File: src/rtl/caliptra_imem_arb_pkg.sv
// caliptra_imem_arb_pkg: shared types for the IMEM write-buffer arbiter.
// The entry struct is sized to the default IMEM geometry.
package caliptra_imem_arb_pkg;
  localparam int IMEM_ADDR_W = 13;
  localparam int IMEM_DATA_W = 64;
  typedef enum logic {LOCK_OPEN, LOCK_LOCKED} lock_state_e;
  typedef struct packed {
    logic [IMEM_ADDR_W-1:0] addr;
    logic [IMEM_DATA_W-1:0] data;
  } imem_wr_t;
endpackage

File: src/rtl/caliptra_imem_wr_fifo.sv
// caliptra_imem_wr_fifo: external write buffer; exposes per-entry valid/address
// so the arbiter can detect read-after-write hazards.
module caliptra_imem_wr_fifo
  import caliptra_imem_arb_pkg::*;
#(
  parameter int DEPTH  = 4,
  parameter int ADDR_W = 13
) (
  input  logic                             clk,
  input  logic                             rst_n,
  input  logic                             push,
  input  imem_wr_t                         push_entry,
  input  logic                             pop,
  output imem_wr_t                         head,
  output logic [$clog2(DEPTH):0]           count,
  output logic [DEPTH-1:0]                 valid,
  output logic [DEPTH-1:0][ADDR_W-1:0]     addr
);
  localparam int PW = $clog2(DEPTH);
  logic [PW-1:0] wr_ptr_q, wr_ptr_d, rd_ptr_q, rd_ptr_d;
  logic [PW:0] count_q, count_d;
  imem_wr_t [DEPTH-1:0] mem_q, mem_d;
  always_comb begin
    mem_d = mem_q;
    if (push) mem_d[wr_ptr_q] = push_entry;
    wr_ptr_d = push ? wr_ptr_q + PW'(1) : wr_ptr_q;
    rd_ptr_d = pop ? rd_ptr_q + PW'(1) : rd_ptr_q;
    count_d = count_q + (PW+1)'(push) - (PW+1)'(pop);
    head = mem_q[rd_ptr_q];
    count = count_q;
    for (int i = 0; i < DEPTH; i++) begin
      valid[i] = (PW+1)'(PW'(PW'(i) - rd_ptr_q)) < count_q;
      addr[i] = ADDR_W'(mem_q[i].addr);
    end
  end
  always_ff @(posedge clk or negedge rst_n) begin
    if (!rst_n) begin
      wr_ptr_q <= '0;
      rd_ptr_q <= '0;
      count_q <= '0;
    end else begin
      wr_ptr_q <= wr_ptr_d;
      rd_ptr_q <= rd_ptr_d;
      count_q <= count_d;
    end
  end
  // Storage carries no reset; validity comes solely from the pointers.
  always_ff @(posedge clk) mem_q <= mem_d;
endmodule

File: src/rtl/caliptra_imem_arb.sv
// caliptra_imem_arb: arbitrates a single-port IMEM between core fetches and a
// buffered external loader, with starvation relief, hazard ordering and a lock.
module caliptra_imem_arb
  import caliptra_imem_arb_pkg::*;
#(
  parameter int ADDR_W       = 13,
  parameter int DATA_W       = 64,
  parameter int FIFO_DEPTH   = 4,
  parameter int STARVE_LIMIT = 8
) (
  input  logic              clk,
  input  logic              cptra_rst_b,
  input  logic              core_req,
  input  logic [ADDR_W-1:0] core_addr,
  output logic              core_gnt,
  output logic              core_rvalid,
  output logic [DATA_W-1:0] core_rdata,
  input  logic              ext_we,
  input  logic [ADDR_W-1:0] ext_addr,
  input  logic [DATA_W-1:0] ext_wdata,
  output logic              ext_full,
  input  logic              ext_lock,
  output logic              ext_drop_err,
  output logic              sram_cs,
  output logic              sram_we,
  output logic [ADDR_W-1:0] sram_addr,
  output logic [DATA_W-1:0] sram_wdata,
  input  logic [DATA_W-1:0] sram_rdata
);
  localparam int CW = $clog2(FIFO_DEPTH);
  localparam int SW = $clog2(STARVE_LIMIT + 1);
  lock_state_e lock_q, lock_d;
  logic [SW-1:0] starve_q, starve_d;
  logic rvalid_q, rvalid_d, drop_q, drop_d;
  logic [CW:0] count;
  logic [FIFO_DEPTH-1:0] valid;
  logic [FIFO_DEPTH-1:0][ADDR_W-1:0] entry_addr;
  imem_wr_t head, push_entry;
  logic nonempty, full, hazard, starve, ext_win, gnt, push;
  caliptra_imem_wr_fifo #(.DEPTH(FIFO_DEPTH), .ADDR_W(ADDR_W)) u_fifo (
    .clk(clk), .rst_n(cptra_rst_b), .push(push), .push_entry(push_entry),
    .pop(ext_win), .head(head), .count(count), .valid(valid), .addr(entry_addr)
  );
  always_comb begin
    nonempty = count != '0;
    full = count == (CW+1)'(FIFO_DEPTH);
    hazard = 1'b0;
    for (int i = 0; i < FIFO_DEPTH; i++) hazard |= valid[i] && entry_addr[i] == core_addr;
    starve = starve_q == SW'(STARVE_LIMIT);
    // Combinational outputs are gated so everything reads 0 while in reset.
    ext_win = cptra_rst_b && nonempty && (!core_req || starve || full || hazard);
    gnt = cptra_rst_b && core_req && !ext_win;
    push = ext_we && !full && lock_q == LOCK_OPEN;
    push_entry = '{addr: IMEM_ADDR_W'(ext_addr), data: IMEM_DATA_W'(ext_wdata)};
    lock_d = ext_lock ? LOCK_LOCKED : lock_q;
    drop_d = drop_q || (ext_we && !push);
    rvalid_d = gnt;
    starve_d = (ext_win || !nonempty) ? '0 : (gnt && !starve) ? starve_q + SW'(1) : starve_q;
    core_gnt = gnt;
    core_rvalid = rvalid_q;
    core_rdata = sram_rdata;
    ext_full = full;
    ext_drop_err = drop_q;
    sram_cs = ext_win || gnt;
    sram_we = ext_win;
    sram_addr = ext_win ? ADDR_W'(head.addr) : gnt ? core_addr : '0;
    sram_wdata = ext_win ? DATA_W'(head.data) : '0;
  end
  always_ff @(posedge clk or negedge cptra_rst_b) begin
    if (!cptra_rst_b) begin
      lock_q <= LOCK_OPEN;
      starve_q <= '0;
      rvalid_q <= 1'b0;
      drop_q <= 1'b0;
    end else begin
      lock_q <= lock_d;
      starve_q <= starve_d;
      rvalid_q <= rvalid_d;
      drop_q <= drop_d;
    end
  end
endmodule

File: config.mk
export PLATFORM = sky130hd
export DESIGN_NAME = caliptra_imem_arb
export DESIGN_NICKNAME = d
export VERILOG_FILES = /design/src/rtl/caliptra_imem_arb_pkg.sv /design/src/rtl/caliptra_imem_wr_fifo.sv /design/src/rtl/caliptra_imem_arb.sv
export SDC_FILE = /design/constraint.sdc
export NUM_CORES = 1
export LEC_CHECK = 0
export CAP_MARGIN = 10
export CELL_PAD_IN_SITES_DETAIL_PLACEMENT = 0
export CELL_PAD_IN_SITES_GLOBAL_PLACEMENT = 1
export CORE_ASPECT_RATIO = 0.75
export CORE_MARGIN = 4
export CORE_UTILIZATION = 47
export DETAILED_ROUTE_END_ITERATION = 6
export DONT_BUFFER_PORTS = 1
export MAX_ROUTING_LAYER = met4
export PLACE_DENSITY = 0.8
export SYNTH_ARGS = -nofsm -noshare
export SYNTH_HDL_FRONTEND = slang
export SYNTH_HIERARCHICAL = 1
export SYNTH_SLANG_ARGS = --single-unit
File: constraint.sdc
create_clock -name clk -period 5.4 [get_ports clk]
set_clock_uncertainty 0.15 [all_clocks]
set_input_delay 1.62 -clock clk [delete_from_list [all_inputs] [get_ports clk]]
set_output_delay 1.62 -clock clk [all_outputs]
set_load 0.02 [all_outputs]
==> Implementation_results.wiki, run 1 <==
{| class="wikitable"
! Metric !! Value
|-
| Clock power frac || 32.4%
|-
| Combinational cell fraction of total power || 24.9%
|-
| Origin of the critical flop-to-flop path || u_fifo/rd_ptr_q[0]$_DFFE_PN0P_
|-
| Number of clock buffers inserted by TritonCTS || 31
|-
| Ys async rst share || 4.35%
|-
| Count of cell instances traversed by the critical path || 8
|-
| Weighted congestion at the end of routability-driven global placement || 0.826
|-
| GRT overflow || 0
|-
| Peak clock frequency supported by timing || 188 MHz
|-
| Top routing layer in use || met4
|-
| Number of flip-flops and latches in the synthesized netlist || 322
|-
| Net switching share of the total power || 27.7%
|-
| Post-cts hold buffer count || 0
|-
| Pin count of the biggest net entering global routing || 78
|-
| Cell at the root of the clock tree || sky130_fd_sc_hd__clkbuf_16
|-
| Remaining number of nets flagged by the antenna check after routing || 0
|-
| Most used standard cells in the synthesized netlist || sky130_fd_sc_hd__edfxtp_1, sky130_fd_sc_hd__buf_4, sky130_fd_sc_hd__mux4_2, sky130_fd_sc_hd__and2_1, sky130_fd_sc_hd__xnor2_1
|-
| Startpoint of the worst setup timing path || core_addr[10]
|-
| Count of final setup violators || 0
|-
| Share of layout cells above drive strength 1 || 27.2%
|-
| Synth Warn # || 6
|-
| Row count || 54
|-
| Maximum fanout encountered on the critical timing path || 41
|-
| First drt pass iteration count || 4
|-
| H-tree depth || 1
|-
| Leakage || 4.69 nW
|-
| Type of destination of the critical path || output port
|-
| Global-route total usage across every layer || 16.9%
|-
| Pins Over Slew Limit || 0
|-
| Via count of the first global-routing pass || 6711
|-
| Hold depth || 1
|-
| Status || complete, no violations
|-
| Post-synthesis average cell area || 18.0 sq um
|-
| Total power divided by cell area || 448 nW/um^2
|-
| Cell chain of the critical path || xnor2_1 > nand4_1 > nor4_2 > nor3_2 > a311oi_4 > buf_4 > buf_12 > a22o_1
|-
| Clock tree from TritonCTS || built
|-
| Post-synthesis cell count || 783
|-
| Top-level I/O count || 306
|-
| Number of instances in the placed design || 1033
|-
| Area of the die || 32900 sq um
|-
| Number of nets produced by synthesis || 955
|-
| Last element of the critical path || sram_addr[10]
|-
| Critical Path Max Stage Delay || 380 ps
|-
| Fillcell total || 2336
|-
| End of the worst register-to-register path || u_fifo/count[2]$_DFF_PN0_
|-
| DP Wirelength || 17600 microns
|-
| Per-cell routed wire length || 25.1 microns
|-
| Clock Sink Count || 322
|-
| Number of max-cap violations || 0
|-
| Sequential share of power || 42.6%
|-
| Post-placement setup slack || 32.9 ps
|-
| Number of buffers between clock root and the deepest sink || 3
|-
| Portion of the clock cycle consumed by the worst path in the final layout || 98.5%
|-
| Sum of met2 wire segment lengths after detailed routing || 12800 microns
|-
| Worst Path Class, Setup || in2out
|-
| Net switching power || 1.84 mW
|-
| Aggregate negative setup slack || 0 ps
|-
| Final Routed Wirelength || 27500 microns
|-
| Final hold vios || 0
|-
| Initial cell density of the core || 48.1%
|-
| Post-synthesis to final-layout area growth || 4.89%
|-
| Antenna violations before repair || 0
|-
| Final hold slack || 357 ps
|-
| Cells taking the most area after synthesis || sky130_fd_sc_hd__edfxtp_1, sky130_fd_sc_hd__mux4_2, sky130_fd_sc_hd__buf_4
|-
| Synth area leader || sky130_fd_sc_hd__edfxtp_1
|-
| Tmin final || 5320 ps
|-
| Most frequently used cell type in the post-synthesis netlist || sky130_fd_sc_hd__edfxtp_1
|-
| Number of port buffers || 0
|-
| Mapped cell area || 14100 sq um
|-
| CTS clock-pin slew for the worst setup and hold paths || 60 ps
|-
| Relative slew margins || 39.5%
|-
| Count of nets after finishing || 849
|-
| Main synth FF type || sky130_fd_sc_hd__edfxtp_1
|-
| Skew-Pair Late Insertion Delay || 570 ps
|-
| WP data arrival || 3550 ps
|-
| Internal power consumption || 4.79 mW
|-
| WP data required || 3630 ps
|-
| Number of cell instances on the worst register-to-register path || 17
|-
| Final routed DRC violation total || 0
|-
| Kind of cell with the highest combined delay on the critical path || simple AND/OR/NAND/NOR gates
|-
| Worst vdd ir || 0.329 mV
|-
| Chip Height || 158 microns
|-
| HP Class || reg2reg
|-
| Share of synthesized area occupied by flip-flops and latches || 68.0%
|-
| Slack of the worst reg-to-reg path || 1480 ps
|-
| Critical Path Start Type || primary input
|-
| Final critical-path setup slack || 81.3 ps
|-
| Finished Layout Cells || 1093
|-
| DR vias || 6193
|-
| Vias per cell || 5.67
|-
| Slew at the pin with the worst max-slew slack || 905 ps
|-
| Portion of synthesized cell area occupied by the leading cell type || 65.5%
|-
| Wire length of the first global-routing pass || 41600 microns
|-
| Slowest stage cell, crit path || sky130_fd_sc_hd__nor4_2
|-
| Post-synth EDFFs || 308
|-
| Horizontal die dimension || 208 microns
|-
| Routed length on met3 || 3100 microns
|-
| Standard cell core area || 29300 sq um
|-
| Total inserted antenna cells || 0
|-
| Initial DRC Count || 350
|-
| Sum of buffers and inverters on the critical path || 2
|-
| Unique cell type count in the Yosys netlist || 31
|-
| Unrepaired setup endpoints after global routing || false
|-
| Routed length on met1 || 11100 microns
|}
## area by class of cell
class | count | area (sq um) | area share (%)
Clock buffer | 39 | 846 | 5.71
Multi-Input combinational cell | 292 | 3390 | 22.9
Sequential cell | 322 | 9610 | 64.9
Timing Repair Buffer | 17 | 233 | 1.57
Inverter | 13 | 48.8 | 0.330
Tap cell | 392 | 490 | 3.31
Clock inverter | 18 | 185 | 1.25
## state kept, by name (all words and copies together) (netlist names)
signal and count:
ext_drop_err 1, u_fifo/rd_ptr_q 2, starve_q 4, u_fifo/mem_q 256
u_fifo/wr_ptr_q 2, u_fifo/count 3, lock_q 1, u_fifo/addr 52
core_rvalid 1
## kinds of logic (layout without fill, tap and decap cells)
family	Yosys count	in the layout	synth area share (%)
flip-flops	322	322	68.0
buffers and inverters	169	87	8.41
AND/OR/NAND/NOR	117	117	4.86
multiplexers	77	77	12.3
XOR/XNOR	61	61	3.79
AO/OA/AOI/OAI	24	24	1.44
adder cells (fa/ha/maj)	13	13	1.21
## repair_timing
item | in CTS | in global routing
setup endpoints to repair | 0 | 77
gates resized for setup | 0 | 37
buffers inserted | 0 | 2
## through the flow
step / utilization (%) / cell area [sq um] / total power [mW]
3_3_place_gp: 46.6 / 13700 / 4.48
4_1_cts: 50.2 / 14700 / 6.69
2_1_floorplan: - / 14100 / 4.33
5_1_grt: 50.5 / 14800 / 6.96
6_report: 50.5 / 14800 / 6.63
3_5_place_dp: 46.6 / 13700 / 4.52
## power by group through the flow
stage	logic [mW]	registers (mW)	clock network [mW]
3_3_place_gp	1.60	2.88	0
5_1_grt	1.80	2.83	2.33
6_report	1.65	2.83	2.15
3_5_place_dp	1.64	2.88	0
4_1_cts	1.65	2.83	2.21
2_1_floorplan	1.48	2.85	0
## cells in the final DEF (no fill, tap or decap), types with 4 or more instances in the layout
cell type / n
sky130_fd_sc_hd__and2_2: 31
sky130_fd_sc_hd__ha_1: 12
sky130_fd_sc_hd__or2_2: 5
sky130_fd_sc_hd__buf_4: 9
sky130_fd_sc_hd__nor2_1: 7
sky130_fd_sc_hd__nor3_1: 5
sky130_fd_sc_hd__clkinv_1: 5
sky130_fd_sc_hd__inv_1: 13
sky130_fd_sc_hd__clkinv_2: 5
sky130_fd_sc_hd__buf_12: 7
sky130_fd_sc_hd__a22o_2: 4
sky130_fd_sc_hd__nand4_1: 12
sky130_fd_sc_hd__and2_4: 4
sky130_fd_sc_hd__clkbuf_16: 32
sky130_fd_sc_hd__a21oi_1: 4
sky130_fd_sc_hd__mux4_2: 77
sky130_fd_sc_hd__and2_1: 33
sky130_fd_sc_hd__xnor2_1: 58
sky130_fd_sc_hd__nand2_1: 9
sky130_fd_sc_hd__clkbuf_8: 4
sky130_fd_sc_hd__a22o_1: 9
sky130_fd_sc_hd__dfrtp_1: 12
sky130_fd_sc_hd__clkbuf_1: 4
sky130_fd_sc_hd__edfxtp_1: 308
## worst register-to-register path: cells and delay by family (launching register included)
family,cells,cell delay [ps]
buffers and inverters,4,460
AND/OR/NAND/NOR,4,840
adder cells (fa/ha/maj),4,1100
XOR/XNOR,3,530
AO/OA/AOI/OAI,2,240
flip-flops,1,530
## metal layers
metal / GRT usage [%] / up-vias
li1: - / 2642
met1: 20.9 / 3218
met2: 26.4 / 289
met3: 7.51 / 44
met4: 3.25 / 0
met5: - / -
## how the worst min path moves through the flow
stage	end	from	slack (ps)
after CTS	lock_q$_DFFE_PN0P_	lock_q$_DFFE_PN0P_	350
final	lock_q$_DFFE_PN0P_	lock_q$_DFFE_PN0P_	360
after global routing	lock_q$_DFFE_PN0P_	lock_q$_DFFE_PN0P_	390
after global placement	lock_q$_DFFE_PN0P_	lock_q$_DFFE_PN0P_	320
after detailed placement	lock_q$_DFFE_PN0P_	lock_q$_DFFE_PN0P_	330
after floorplan	lock_q$_DFFE_PN0P_	lock_q$_DFFE_PN0P_	310
No activity file was read; power rests on OpenSTA's default activity.
==> run 2, diff against run 1 <==
- CORE_UTILIZATION: 47 -> 53
- CTS_BUF_LIST: unset -> sky130_fd_sc_hd__clkbuf_16
- PLACE_DENSITY: 0.8 -> 0.88
==> run 2 against run 1 <==
Clock power decreased by 9%. Flip-flop and latch count unchanged. Combinational power hardly changed. Die area down 11%. Via count fell by 0.29%. Fmax grew 0.86%.
==> Implementation_results.wiki, run 2 (same netlist as run 1, synthesis figures left out) <==
{| class="wikitable"
! Metric !! Value
|-
| Number of port buffers || 0
|-
| Final critical-path setup slack || 127 ps
|-
| Cell chain of the critical path || xnor2_1 > nand4_1 > nor4_2 > nor3_1 > a311oi_4 > buf_12 > and2_1 > buf_4
|-
| Slew at the pin with the worst max-slew slack || 1040 ps
|-
| Final Routed Wirelength || 26500 microns
|-
| Pin count of the biggest net entering global routing || 52
|-
| Antenna violations before repair || 0
|-
| Leading cell type in the layout, fill and taps excluded || sky130_fd_sc_hd__edfxtp_1
|-
| Status || complete, no violations
|-
| HP Class || reg2reg
|-
| Pins Over Slew Limit || 0
|-
| Post-synthesis to final-layout area growth || 3.22%
|-
| Register area || 9610 sq um
|-
| GRT overflow || 0
|-
| Area of the multi-input gates || 3360 sq um
|-
| Number of buffers between clock root and the deepest sink || 3
|-
| CTS clock-pin slew for the worst setup and hold paths || 60 ps
|-
| First drt pass iteration count || 5
|-
| Per-cell routed wire length || 25.4 microns
|-
| Area of the die || 29300 sq um
|-
| Peak clock frequency supported by timing || 190 MHz
|-
| Critical Path Start Type || primary input
|-
| Startpoint of the worst setup timing path || core_addr[12]
|-
| Portion of the clock cycle consumed by the worst path in the final layout || 97.7%
|-
| Critical Path Max Stage Delay || 420 ps
|-
| Post-DP Area || 13600 sq um
|-
| Kind of cell with the highest combined delay on the critical path || simple AND/OR/NAND/NOR gates
|-
| Sum of buffers and inverters on the critical path || 2
|-
| Wire length of the first global-routing pass || 41200 microns
|-
| Register with the highest flop count || u_fifo/mem_q
|-
| Remaining number of nets flagged by the antenna check after routing || 0
|-
| Count of final setup violators || 0
|-
| Most frequent cells in the layout || sky130_fd_sc_hd__edfxtp_1, sky130_fd_sc_hd__mux4_2, sky130_fd_sc_hd__and2_1
|-
| WP data required || 3630 ps
|-
| Fillcell total || 1959
|-
| Post-CTS Resized || 0
|-
| Slack of the worst reg-to-reg path || 1420 ps
|-
| Critical hold path startpoint || lock_q$_DFFE_PN0P_
|-
| Final hold vios || 0
|-
| Worst Path Class, Setup || in2out
|-
| Weighted congestion at the end of routability-driven global placement || 0.816
|-
| Via count of the first global-routing pass || 6738
|-
| H-tree depth || 1
|-
| Origin of the critical flop-to-flop path || u_fifo/rd_ptr_q[0]$_DFFE_PN0P_
|-
| Count of nets after finishing || 847
|-
| Clock Sink Count || 322
|-
| Initial DRC Count || 353
|-
| Post-cts hold buffer count || 0
|-
| Number of clock buffers inserted by TritonCTS || 31
|-
| Horizontal die dimension || 196 microns
|-
| Maximum fanout encountered on the critical timing path || 42
|-
| Post-placement setup slack || 51.6 ps
|-
| Clock tree from TritonCTS || built
|-
| Row count || 51
|-
| DR vias || 6175
|-
| Standard cell core area || 26100 sq um
|-
| Aggregate negative setup slack || 0 ps
|-
| Design Area, Final || 14600 sq um
|-
| Top-level I/O count || 306
|-
| Cell at the root of the clock tree || sky130_fd_sc_hd__clkbuf_16
|-
| Chip Height || 149 microns
|-
| Buffers inserted during post-CTS setup optimization || 0
|-
| DP Wirelength || 17500 microns
|-
| Leakage || 4.63 nW
|-
| Flip-flop count of the largest register, all copies and words added || 256
|-
| Skew-Pair Late Insertion Delay || 560 ps
|-
| Slowest stage cell, crit path || sky130_fd_sc_hd__a311oi_4
|-
| WP data arrival || 3500 ps
|-
| Unrepaired setup endpoints after global routing || false
|-
| Share of layout cells above drive strength 1 || 20.9%
|-
| Total power divided by cell area || 441 nW/um^2
|-
| Type of destination of the critical path || output port
|-
| Tmin final || 5270 ps
|-
| Initial cell density of the core || 54.1%
|-
| Relative slew margins || 30.6%
|-
| Global-route total usage across every layer || 18.8%
|-
| Number of max-cap violations || 0
|-
| Total inserted antenna cells || 0
|-
| Vias per cell || 5.92
|-
| Worst vdd ir || 0.350 mV
|-
| Final routed DRC violation total || 0
|}
## run 2: power breakdown
group | leakage [nW] | internal, mW | switching, mW
Sequential | 2.93 | 2.77 | 0.0510
Clock | 0.477 | 1.09 | 0.870
Combinational | 1.22 | 0.736 | 0.904
## run 2: worst paths after layout
kind | end | depth (start not counted)
max | sram_wdata[53] | 8
min | lock_q$_DFFE_PN0P_ | 1
max reg2reg | u_fifo/count[2]$_DFF_PN0_ | 17
min reg2reg | lock_q$_DFFE_PN0P_ | 1
max in group asynchronous | u_fifo/rd_ptr_q[0]$_DFFE_PN0P_ | 0
min in group asynchronous | core_rvalid$_DFF_PN0_ | 0
## run 2: metrics by stage
step                power (mW)  std cells  util [%]  hold WS (ps)
floorplan                 4.33        783         -           308
global placement          4.48        986      52.2           326
detailed placement        4.54        986      52.2           334
CTS                       6.50       1043      55.7           348
global route              6.73       1043      55.8           379
finish                    6.42       1043      55.8           354
## run 2: layout make-up
type                       count  share of cell area, %
tap                          344                   2.95
clock inverter                26                   1.09
clock buffer                  31                   5.33
inverter                      13                  0.335
multi-input combinational    292                   23.1
sequential                   322                   66.0
timing repair buffer          15                   1.29
## run 2: worst register-to-register path, stage by stage, from the launching register on
cell	delay (ps)
sky130_fd_sc_hd__dfrtp_4	520
sky130_fd_sc_hd__xor2_1	240
sky130_fd_sc_hd__inv_1	80
sky130_fd_sc_hd__ha_1	290
sky130_fd_sc_hd__a21oi_1	60
sky130_fd_sc_hd__or2_2	270
sky130_fd_sc_hd__nand2_1	70
sky130_fd_sc_hd__nor4_2	40
sky130_fd_sc_hd__nor3_1	460
sky130_fd_sc_hd__a311oi_4	220
sky130_fd_sc_hd__buf_12	230
sky130_fd_sc_hd__ha_1	290
sky130_fd_sc_hd__inv_1	60
sky130_fd_sc_hd__ha_1	130
sky130_fd_sc_hd__inv_1	50
sky130_fd_sc_hd__fa_1	410
sky130_fd_sc_hd__xnor2_1	190
sky130_fd_sc_hd__xnor2_1	150
## run 2: routing by layer
metal	share of wire [%]	vias to the layer above	GRT usage, %
li1	-	2647	-
met1	41	3205	25.1
met2	46	249	28.2
met3	10	74	6.23
met4	2.6	0	4.88
met5	0	-	-
